`src/rtl/fpu_issue_ctrl.sv`:
```
// FP issue/hazard controller: scoreboard, writeback reservation table, div/sqrt serialisation.
// Optional macro FPU_ISSUE_FLUSH_EN adds a flush input that squashes all in-flight state.
module fpu_issue_ctrl #(
    parameter int NUM_FREGS = 32,
    parameter int REG_AW    = 5,
    parameter int LAT_ADD   = 3,
    parameter int LAT_MUL   = 4,
    parameter int LAT_DIV   = 12,
    parameter int LAT_SQRT  = 16,
    localparam int M1       = (LAT_ADD > LAT_MUL) ? LAT_ADD : LAT_MUL,
    localparam int M2       = (LAT_DIV > LAT_SQRT) ? LAT_DIV : LAT_SQRT,
    localparam int MAX_LAT  = (M1 > M2) ? M1 : M2,
    localparam int CW       = $clog2(MAX_LAT + 1)
) (
    input  logic              clk,
    input  logic              rst,
`ifdef FPU_ISSUE_FLUSH_EN
    input  logic              flush,
`endif
    input  logic              id_valid,
    input  logic [2:0]        id_op,
    input  logic [REG_AW-1:0] id_rd,
    input  logic [REG_AW-1:0] id_rs1,
    input  logic [REG_AW-1:0] id_rs2,
    output logic              id_ready,
    output logic              fu_start,
    output logic [2:0]        fu_op,
    output logic [REG_AW-1:0] fu_rd,
    output logic              wb_valid,
    output logic [REG_AW-1:0] wb_rd,
    output logic              divsqrt_busy,
    output logic              illegal_op,
    output logic [CW-1:0]     inflight_cnt
);

    // Stage 0 of the table is the registered writeback slot.
    logic                 tv  [MAX_LAT];
    logic [REG_AW-1:0]    trd [MAX_LAT];
    logic [NUM_FREGS-1:0] sb;
    logic [NUM_FREGS-1:0] sb_set;
    logic [NUM_FREGS-1:0] sb_clr;
    logic [CW-1:0]        div_cnt;
    logic [CW-1:0]        lat;
    logic                 legal;
    logic                 is_div;
    logic                 kill;
    logic                 slot_free;
    logic                 rs1_busy;
    logic                 rs2_busy;
    logic                 rd_busy;
    logic                 div_ok;
    logic                 checks_ok;

`ifdef FPU_ISSUE_FLUSH_EN
    assign kill     = rst | flush;
    assign wb_valid = tv[0] & ~flush;
`else
    assign kill     = rst;
    assign wb_valid = tv[0];
`endif

    assign wb_rd        = trd[0];
    assign legal        = (id_op <= 3'd4);
    assign is_div       = (id_op == 3'd3) || (id_op == 3'd4);
    assign divsqrt_busy = (div_cnt != '0);
    assign fu_op        = id_op;
    assign fu_rd        = id_rd;

    // Per-op latency selection.
    always_comb begin
        lat = CW'(LAT_ADD);
        unique case (id_op)
            3'd2:    lat = CW'(LAT_MUL);
            3'd3:    lat = CW'(LAT_DIV);
            3'd4:    lat = CW'(LAT_SQRT);
            default: lat = CW'(LAT_ADD);
        endcase
    end

    // Stage currently at index lat moves to lat-1 and must be empty.
    always_comb begin
        slot_free = 1'b1;
        for (int i = 1; i < MAX_LAT; i++) begin
            if (lat == CW'(i) && tv[i]) slot_free = 1'b0;
        end
    end

    // Scoreboard hazards with write-through bypass of the current writeback.
    assign rs1_busy = sb[id_rs1] && !(tv[0] && trd[0] == id_rs1);
    assign rs2_busy = sb[id_rs2] && !(tv[0] && trd[0] == id_rs2);
    assign rd_busy  = sb[id_rd]  && !(tv[0] && trd[0] == id_rd);

    // The iterative unit can take a new op in its predecessor's final cycle.
    assign div_ok    = !is_div || (div_cnt <= CW'(1));
    assign checks_ok = !rs1_busy && (id_op == 3'd4 || !rs2_busy) &&
                       !rd_busy && slot_free && div_ok;

    assign id_ready   = id_valid && !kill && (!legal || checks_ok);
    assign fu_start   = id_ready && legal;
    assign illegal_op = id_ready && !legal;

    // Scoreboard set/clear masks.
    always_comb begin
        sb_set = '0;
        sb_clr = '0;
        if (fu_start) sb_set[id_rd] = 1'b1;
        if (tv[0])    sb_clr[trd[0]] = 1'b1;
    end

    // Table shift/insert, scoreboard, div counter and inflight count.
    always_ff @(posedge clk) begin
        if (kill) begin
            for (int i = 0; i < MAX_LAT; i++) begin
                tv[i]  <= 1'b0;
                trd[i] <= '0;
            end
            sb           <= '0;
            div_cnt      <= '0;
            inflight_cnt <= '0;
        end else begin
            for (int i = 0; i < MAX_LAT - 1; i++) begin
                tv[i]  <= tv[i+1];
                trd[i] <= trd[i+1];
            end
            tv[MAX_LAT-1]  <= 1'b0;
            trd[MAX_LAT-1] <= '0;
            if (fu_start) begin
                for (int i = 0; i < MAX_LAT; i++) begin
                    if (lat == CW'(i + 1)) begin
                        tv[i]  <= 1'b1;
                        trd[i] <= id_rd;
                    end
                end
            end
            sb <= (sb & ~sb_clr) | sb_set;
            if (fu_start && is_div) div_cnt <= lat;
            else if (div_cnt != '0) div_cnt <= div_cnt - CW'(1);
            if (fu_start && !tv[0]) inflight_cnt <= inflight_cnt + CW'(1);
            else if (!fu_start && tv[0]) inflight_cnt <= inflight_cnt - CW'(1);
        end
    end

endmodule

```
`config.mk`:
```
export PLATFORM = sky130hd
export DESIGN_NAME = fpu_issue_ctrl
export DESIGN_NICKNAME = d
export VERILOG_FILES = /design/src/rtl/fpu_issue_ctrl.sv
export SDC_FILE = /design/constraint.sdc
export NUM_CORES = 1
export LEC_CHECK = 0
export BUFFER_PORTS_ARGS = -buffer_cell sky130_fd_sc_hd__buf_2
export CAP_MARGIN = 0
export CORE_AREA = 2 2 113 115
export DETAILED_ROUTE_END_ITERATION = 7
export DIE_AREA = 0 0 115 117
export PLACE_DENSITY = 0.77
export SETUP_SLACK_MARGIN = 0.5
export SKIP_LAST_GASP = 1
export SYNTH_ARGS = -nofsm -noshare
export SYNTH_HDL_FRONTEND = slang
export SYNTH_SLANG_ARGS = --single-unit
```
`constraint.sdc`:
```
create_clock -name clk -period 4.9 [get_ports clk]
set_clock_uncertainty 0.05 [all_clocks]
set_input_delay 0.245 -clock clk [delete_from_list [all_inputs] [get_ports clk]]
set_output_delay 0.245 -clock clk [all_outputs]
set_load 0.05 [all_outputs]
```
==> impl_metrics.tcl, run 1 <==
set metrics [dict create \
    firstDrtPassIters 5 \
    drv_slew 0 \
    synth_top_area_frac 0.272 \
    critPathKind "reg2reg" \
    seq_area_frac_synth 0.490 \
    row_count 41 \
    via_count 5066 \
    synth_cell_type_count 59 \
    yosys_register_bits 138 \
    drive_gt1_frac 0.152 \
    fin_nets 711 \
    die_x_microns 115 \
    fin_crit_ns 4.07 \
    synth_ff_type "dfxtp_1" \
    clk_pin_slew_ns 0.06 \
    grt_pass1_vias 4941 \
    maxCapViolCount 0 \
    boundaryPins 44 \
    numPlacedInstances 814 \
    cts_root_buf "clkbuf_16" \
    start_util 0.538 \
    dr_wl_met2_microns 7510 \
    antenna_found_initial 0 \
    setup_violations 0 \
    io_buffer_count 43 \
    cts_resized 0 \
    via_per_inst 5.99 \
    hp-class "in2reg" \
    ir_worst_vdd_uv 227 \
    synth-edff-count 48 \
    synth_area_leader_cell "dfxtp_1" \
    wire_per_inst_microns 18.6 \
    drc 0 \
    place_hpwl_microns 10900 \
    leakagePower_nw 2.86 \
    post_cts_buffers 0 \
    synthesis.area_sq_um 6620 \
    max_freq_ghz 0.246 \
    cp.arrival_ns 4.37 \
    crit_path_end_kind "register" \
    area_growth_pct 13.7 \
    wl_met1_microns 6360 \
    synth_common_cells "dfxtp_1, nor2b_1, edfxtp_1" \
    hold_viol 0 \
    wl_met3_microns 1400 \
    worstSkewPairLatency_ns 0.42 \
    routed_wirelength_microns 15700 \
    path_max_fanout 33 \
    drt_iter0_markers 547 \
    grt_max_degree 95 \
    required_ns 5.20 \
    cts.sinks 138 \
    fin_cells 846 \
    cts_tree "built" \
    syn_avg_cell_area_sq_um 10.6 \
    rsz0062_at_grt "no" \
    gp_congestion 0.994 \
    die-height_microns 117 \
    maxUsedRoutingLayer "met4" \
    slew_headroom 0.374 \
    pwr_density_cell_nw_per_um2 392 \
    finalSetupTns_ns 0 \
    drtAntennaViolNets 0 \
    diodes 0 \
    grt_pass1_wl_microns 24900 \
    cts.path.max_buffers 2 \
    syn-instance-count 624 \
    run_status "completed" \
    cts_hold_buf 0 \
    r2r_cells 15 \
    worst_slack_ns 0.832 \
    synth.most_common_cell "dfxtp_1" \
    worstHoldPathCells 3 \
    yosysWarnings 0 \
    dieArea_sq_um 13500 \
    synth.area.top_cells "dfxtp_1, edfxtp_1, nor2b_1, mux4_2, o31ai_1" \
    core_area_sq_um 12300 \
    start_kind "register" \
    htreeDepth 4 \
    ys_async_sr_fraction 0 \
    gr-total-overflow 0 \
    worst_slew_pin_slew_ns 0.938 \
    track_usage 0.246 \
    fin_crit_sh 0.830 \
    cts_buffers 17 \
    pre_cts_ws_ns 0.767 \
]
-- critical path: stages, from the launching register on --
cell and delay [ns]:
dfxtp_1 0.60, xor2_1 0.14, nor4_1 0.36, a31oi_1 0.15, and4_4 0.23, nor3_4 0.34
nand2_4 0.27, nor2_1 0.21, ha_1 0.21, inv_1 0.11, fa_1 0.42, a21o_1 0.18
a21oi_1 0.17, xnor2_1 0.09, or3_1 0.31, a21oi_1 0.14
-- stage by stage --
stage                util  instance area, sq um  total power [mW]  hold WS [ns]
floorplan               -                  6790              1.58         0.364
global placement    0.562                  6910              1.65         0.367
detailed placement  0.562                  6910              1.66         0.377
CTS                 0.611                  7520              2.97         0.278
global route        0.611                  7520              3.06         0.328
finish              0.611                  7520              2.95         0.302
-- worst paths after layout --
check,start,slack (ns),to
hold / removal,id_rd[2],0.30,sb[21]$_SDFF_PP0_
setup / recovery,trd[0][3]$_DFF_P_,0.83,inflight_cnt[4]$_SDFFE_PP0P_
setup reg to reg,trd[0][3]$_DFF_P_,0.83,inflight_cnt[4]$_SDFFE_PP0P_
hold reg to reg,trd[1][5]$_SDFF_PP0_,0.39,trd[1][0]$_SDFF_PP0_
-- metal layers --
| layer | vias to the layer above | track usage |
|---|---|---|
| met4 | 0 | 0.115 |
| met3 | 43 | 0.0577 |
| li1 | 2333 | - |
| met5 | - | 0 |
| met2 | 245 | 0.400 |
| met1 | 2445 | 0.312 |
-- power by group --
group / switching (mW) / internal (mW) / total, mW
Sequential: 0.0332 / 1.24 / 1.27
Combinational: 0.248 / 0.127 / 0.375
Clock: 0.490 / 0.814 / 1.30
Total: 0.771 / 2.18 / 2.95
-- layout by cell type, fill, tap and decap left out, drive strengths merged, types with 4 or more instances in the layout --
master	n
and3	4
nand2	46
mux4	15
o31ai	40
or3	4
dfxtp	90
nor2b	75
nor2	23
o211ai	17
clkinv	6
nand4	8
buf	47
a21oi	18
o22ai	6
xor2	10
mux2i	29
nand3	29
o21ai	11
nor3b	4
ha	6
conb	48
xnor2	12
nor4	9
nor3	9
edfxtp	48
nand3b	9
inv	14
clkbuf	18
-- state kept, by name, indices dropped and copies added, names as in the netlist --
register	flops
div_cnt	5
inflight_cnt	5
sb	32
trd	80
tv	16
-- final cells by class --
type                    count  area [sq um]
repair buffers             47           245
fillers                  1022          4790
well taps                 150           188
multi-input cells         467          3190
inverters                  12          45.0
flip-flops and latches    138          3240
clock buffers              18           439
clock inverters            14           169
-- cells by family (layout without fill, tap and decap cells) --
kind of cell | after synthesis | in the layout | synth area share
AO/OA/AOI/OAI | 109 | 109 | 0.113
XOR/XNOR | 22 | 22 | 0.0291
adder cells (fa/ha/maj) | 7 | 7 | 0.0144
buffers and inverters | 66 | 91 | 0.0541
flip-flops | 138 | 138 | 0.490
multiplexers | 47 | 47 | 0.100
other | 1 | 48 | 0.000567
AND/OR/NAND/NOR | 234 | 234 | 0.199
(Power assumes the default switching activity.)
==> run 2: changes to the inputs <==
- clock period: 4.9 -> 3.8 ns (I/O delays scaled with it)
==> run 2 against run 1 <==
Worst hold slack got worse by 0.064 ns. Sequential cell count unchanged. Setup slack got worse by 0.30 ns. Die area unchanged. First-iteration DRC count is 19% lower. Via count increased by 0.14%. Register-to-register slack worse by 0.30 ns. Critical path type unchanged. Highest routed layer unchanged.
==> impl_metrics.tcl, run 2 (synthesis gave the netlist of run 1 again) <==
set metrics [dict create \
    cp.arrival_ns 3.56 \
    boundaryPins 44 \
    start_util 0.538 \
    final_common_cell "nor2b_1" \
    fin_cells 864 \
    routed_wirelength_microns 15800 \
    place_hpwl_microns 10900 \
    drtAntennaViolNets 0 \
    r2r_setup_slack_ns 0.54 \
    diodes 0 \
    max_freq_ghz 0.306 \
    numPlacedInstances 822 \
    run_status "completed" \
    r2r_end "inflight_cnt[4]$_SDFFE_PP0P_" \
    setup.worst_path.end "inflight_cnt[4]$_SDFFE_PP0P_" \
    r2r_cells 15 \
    htreeDepth 4 \
    maxCapViolCount 0 \
    grt_pass1_vias 4951 \
    leakagePower_nw 2.95 \
    fin_total_pwr_mw 3.73 \
    area_growth_pct 16.3 \
    drc 0 \
    place_area_sq_um 7010 \
    path_max_fanout 4 \
    track_usage 0.247 \
    slew_headroom 0.396 \
    fin_area_sq_um 7700 \
    hp-class "in2reg" \
    finalSetupTns_ns 0 \
    crit_path_end_kind "register" \
    antenna_found_initial 0 \
    whs_ns 0.239 \
    fin_crit_sh 0.859 \
    reg_top3 "trd: 80 flops, sb: 32 flops, tv: 16 flops" \
    via_per_inst 5.87 \
    cts.sinks 138 \
    cts_buffers 17 \
    firstDrtPassIters 5 \
    gr-total-overflow 0 \
    grt_max_degree 95 \
    die_x_microns 115 \
    dieArea_sq_um 13500 \
    cts_hold_buf 0 \
    drt_iter0_markers 442 \
    row_count 41 \
    fin_crit_ns 3.26 \
    start_kind "register" \
    required_ns 4.09 \
    worst_slew_pin_slew_ns 0.906 \
    largest_reg_flops 80 \
    die-height_microns 117 \
    clk_pin_slew_ns 0.06 \
    setup_violations 0 \
    drive_gt1_frac 0.217 \
    pwr_density_cell_nw_per_um2 484 \
    r2r_start "sb[27]$_SDFF_PP0_" \
    worstSkewPairLatency_ns 0.42 \
    ir_worst_vdd_uv 348 \
    rsz0062_at_grt "yes" \
    regMostFlops "trd" \
    grt_pass1_wl_microns 25200 \
    cts_tree "built" \
    layout_common_cells "nor2b_1, dfxtp_1, edfxtp_1, conb_1, nand2_1" \
    hold_viol 0 \
    gp_congestion 1.10 \
    drv_slew 0 \
    cts_root_buf "clkbuf_16" \
    critPathKind "reg2reg" \
    via_count 5073 \
    wire_per_inst_microns 18.3 \
    fin_nets 729 \
    io_buffer_count 43 \
    cts.path.max_buffers 2 \
    cp-startpoint "sb[27]$_SDFF_PP0_" \
    core_area_sq_um 12300 \
]
==> run 2: cell count changes in the layout (fill, tap and decap cells not counted), moves of 3 or more <==
cell and change:
buf_4 +18, clkinv_2 +3, dfxtp_1 -24, dfxtp_2 +24
==> run 2: area by class of cell <==
type	instances	area, sq um
multi-input combinational	467	3240
fill	991	4610
inverter	12	47.5
clock buffer	19	443
timing repair buffer	65	380
sequential	138	3270
clock inverter	13	126
tap	150	188
==> run 2: metal layers <==
metal  share of wire  up-vias  global-route usage
li1                -     2373                   -
met4           0.035        0               0.118
met3           0.072       51              0.0597
met1            0.42     2429               0.314
met2            0.47      220               0.400
met5               0        -                   0
==> run 2: worst max-delay path, cell delays in order (launching register included) <==
cell and delay, ns:
dfxtp_2 0.35, mux4_2 0.46, mux2i_1 0.16, o221ai_1 0.17
nand4b_1 0.19, o21a_1 0.21, nand2_4 0.08, nor2_4 0.12
ha_4 0.16, inv_4 0.05, fa_2 0.34, a21o_1 0.18
a21oi_2 0.15, xnor2_1 0.09, or3_1 0.31, a21oi_1 0.12
==> run 2: report_power, final <==
part	internal (mW)	total, mW	switching (mW)
Clock	0.973	1.58	0.608
Combinational	0.183	0.506	0.323
Sequential	1.60	1.64	0.0423
==> run 2: worst min path at each step <==
stage,from,end,slack (ns),cells after the start
6_report,id_rd[2],sb[20]$_SDFF_PP0_,0.24,3
2_1_floorplan,tv[0][1]$_DFF_P_,tv[0][0]$_DFF_P_,0.36,1
3_3_place_gp,trd[1][25]$_DFF_P_,trd[1][20]$_DFF_P_,0.37,1
3_5_place_dp,trd[1][8]$_SDFF_PP0_,trd[1][3]$_SDFF_PP0_,0.37,1
5_1_grt,id_rd[4],trd[0][19]$_DFFE_PP_,0.25,3
4_1_cts,id_rd[4],sb[21]$_SDFF_PP0_,0.22,3
==> run 2: per-stage QoR <==
stage / setup slack (ns) / utilization
after CTS: 0.506 / 0.619
after detailed placement: 0.310 / 0.569
after global routing: 0.387 / 0.625
after floorplan: 0.137 / -
after global placement: 0.388 / 0.569
final: 0.536 / 0.625
==> run 2: timing repair <==
action	in CTS	in global routing
buffers inserted	4	6
pin swaps	4	9
setup endpoints to repair	1	1
gates resized for setup	11	15
==> run 3: changes to the inputs <==
==> constraint.sdc (replaced) <==
create_clock -name clk -period 3.8 [get_ports clk]
set_clock_uncertainty 0.05 [all_clocks]
set_input_delay 0.38 -clock clk [delete_from_list [all_inputs] [get_ports clk]]
set_output_delay 0.38 -clock clk [all_outputs]
set_load 0.05 [all_outputs]
==> run 3 against run 2 <==
Count of clock-buffer cells in the layout rose by 5. Cell area rose by 0.70%. Final cell count rose by 0.35%. Sequential cell count did not move. Highest routed layer unchanged. Routed wire length rose by 1.7%. Clock power rose by 3%. Die area did not move. Global-route usage rose by 0.49 points. Non-clock buffer count rose by 3. Critical endpoint unchanged. Combinational power rose by 1%. Core utilization rose by 0.44 points.
==> impl_metrics.tcl, run 3 (synthesis gave the netlist of run 1 again) <==
set metrics [dict create \
    crit_path_end_kind "register" \
    cts.path.max_buffers 2 \
    cp-startpoint "sb[23]$_SDFF_PP0_" \
    drive_gt1_frac 0.219 \
    start_util 0.538 \
    drt_iter0_markers 486 \
    dieArea_sq_um 13500 \
    r2r_start "sb[23]$_SDFF_PP0_" \
    cts_tree "built" \
    grt_pass1_vias 4952 \
    pwr_density_cell_nw_per_um2 487 \
    critPathKind "reg2reg" \
    slew_headroom 0.380 \
    worst_slew_pin_slew_ns 0.929 \
    clk_pin_slew_ns 0.06 \
    gr-total-overflow 0 \
    switchingPower_mw 0.980 \
    antenna_found_initial 0 \
    gp_congestion 0.998 \
    core_area_sq_um 12300 \
    drv_slew 0 \
    routed_wirelength_microns 16100 \
    via_count 5128 \
    cts_hold_buf 0 \
    r2r_end "inflight_cnt[4]$_SDFFE_PP0P_" \
    die_x_microns 115 \
    drtAntennaViolNets 0 \
    rsz0062_at_grt "yes" \
    place_hpwl_microns 11100 \
    wire_per_inst_microns 18.6 \
    fill_cells 986 \
    diodes 0 \
    fin_total_pwr_mw 3.78 \
    fin_crit_sh 0.865 \
    power_frac_comb 0.135 \
    path_max_fanout 5 \
    fin_nets 732 \
    boundaryPins 44 \
    maxCapViolCount 0 \
    firstDrtPassIters 5 \
    hold_viol 0 \
    drc 0 \
    htreeDepth 4 \
    leakagePower_nw 2.99 \
    final_common_cell "nor2b_1" \
    run_status "completed" \
    start_kind "register" \
    via_per_inst 5.91 \
    pre_cts_ws_ns 0.0672 \
    intPower_mw 2.80 \
    required_ns 4.10 \
    cts.sinks 138 \
    cts_buffers 17 \
    seqPwrFrac 0.433 \
    cts_root_buf "clkbuf_16" \
    final_core_util 0.630 \
    whs_ns 0.386 \
    fin_crit_ns 3.29 \
    cp.arrival_ns 3.59 \
    worstSkewPairLatency_ns 0.43 \
    ir_worst_vdd_uv 345 \
    p_sw_frac 0.259 \
    regMostFlops "trd" \
    grt_max_degree 95 \
    die-height_microns 117 \
    io_buffer_count 43 \
    area_growth_pct 17.1 \
    hp-class "reg2reg" \
    r2r_setup_slack_ns 0.51 \
    layout_common_cells "nor2b_1, dfxtp_1, edfxtp_1, conb_1, nand2_1" \
    worst_slack_ns 0.512 \
    grt_pass1_wl_microns 25400 \
    reg_top3 "trd: 80 flops, sb: 32 flops, tv: 16 flops" \
    row_count 41 \
    track_usage 0.252 \
    r2r_cells 15 \
    setup_violations 0 \
    power_frac_clock 0.432 \
    largest_reg_flops 80 \
    setup.worst_path.end "inflight_cnt[4]$_SDFFE_PP0P_" \
    max_freq_ghz 0.304 \
]
-- run 3: cell types whose count changed in the layout (fill, tap and decap cells not counted), sizes merged --
cell / delta
inv: -1
bufinv: -2
clkbuf: +5
clkinv: -2
buf: +3
-- run 3: cell type report --
cell class	instances	area (sq um)	share of cell area
repair buffers	68	407	0.0525
clock inverters	8	52.6	0.00678
multi-input cells	467	3230	0.417
inverters	12	47.5	0.00613
clock buffers	24	556	0.0717
flip-flops and latches	138	3270	0.422
well taps	150	188	0.0242
-- run 3: stage by stage --
step	setup TNS (ns)	instances	area, sq um
floorplan	-0.0527	671	6850
global placement	0	826	7040
detailed placement	0	826	7040
CTS	0	862	7690
global route	0	867	7750
finish	0	867	7750
-- run 3: power by group through the flow --
stage               clock network [mW]  logic, mW  registers, mW
finish                            1.63      0.512           1.64
global route                      1.72      0.556           1.64
CTS                               1.65      0.500           1.64
detailed placement                   0      0.489           1.67
global placement                     0      0.472           1.66
floorplan                            0      0.380           1.67
-- run 3: worst min-delay path by stage --
| stage | start | slack, ns | to | cells past startpoint |
|---|---|---|---|---|
| global route | trd[0][5]$_DFF_P_ | 0.41 | trd[0][0]$_DFF_P_ | 1 |
| CTS | trd[1][25]$_DFF_P_ | 0.38 | trd[1][20]$_DFF_P_ | 1 |
| floorplan | trd[0][5]$_DFF_P_ | 0.36 | trd[0][0]$_DFF_P_ | 1 |
| finish | trd[1][25]$_DFF_P_ | 0.39 | trd[1][20]$_DFF_P_ | 1 |
| global placement | trd[1][25]$_DFF_P_ | 0.37 | trd[1][20]$_DFF_P_ | 1 |
| detailed placement | trd[1][25]$_DFF_P_ | 0.37 | trd[1][20]$_DFF_P_ | 1 |
-- run 3: what timing repair did --
action / in CTS / in global routing
pin swaps: 3 / 7
resized for setup: 14 / 11
endpoints found under the setup margin: 1 / 2
setup buffers: 4 / 5
-- run 3: critical path: stages (launching register included) --
cell and delay [ns]:
dfxtp_2 0.36, mux4_2 0.47, mux2i_1 0.15, nand3b_1 0.09
and4_4 0.21, nor3_4 0.22, nand2_4 0.10, nor2_4 0.12
ha_4 0.16, inv_4 0.05, ha_1 0.32, a21o_1 0.21
a21oi_2 0.15, xnor2_1 0.10, or3_1 0.32, a21oi_1 0.13
-- run 3: layer usage --
metal | GRT usage | share of wire
met5 | 0 | 0
met4 | 0.133 | 0.037
met3 | 0.0844 | 0.090
met2 | 0.394 | 0.47
met1 | 0.312 | 0.40
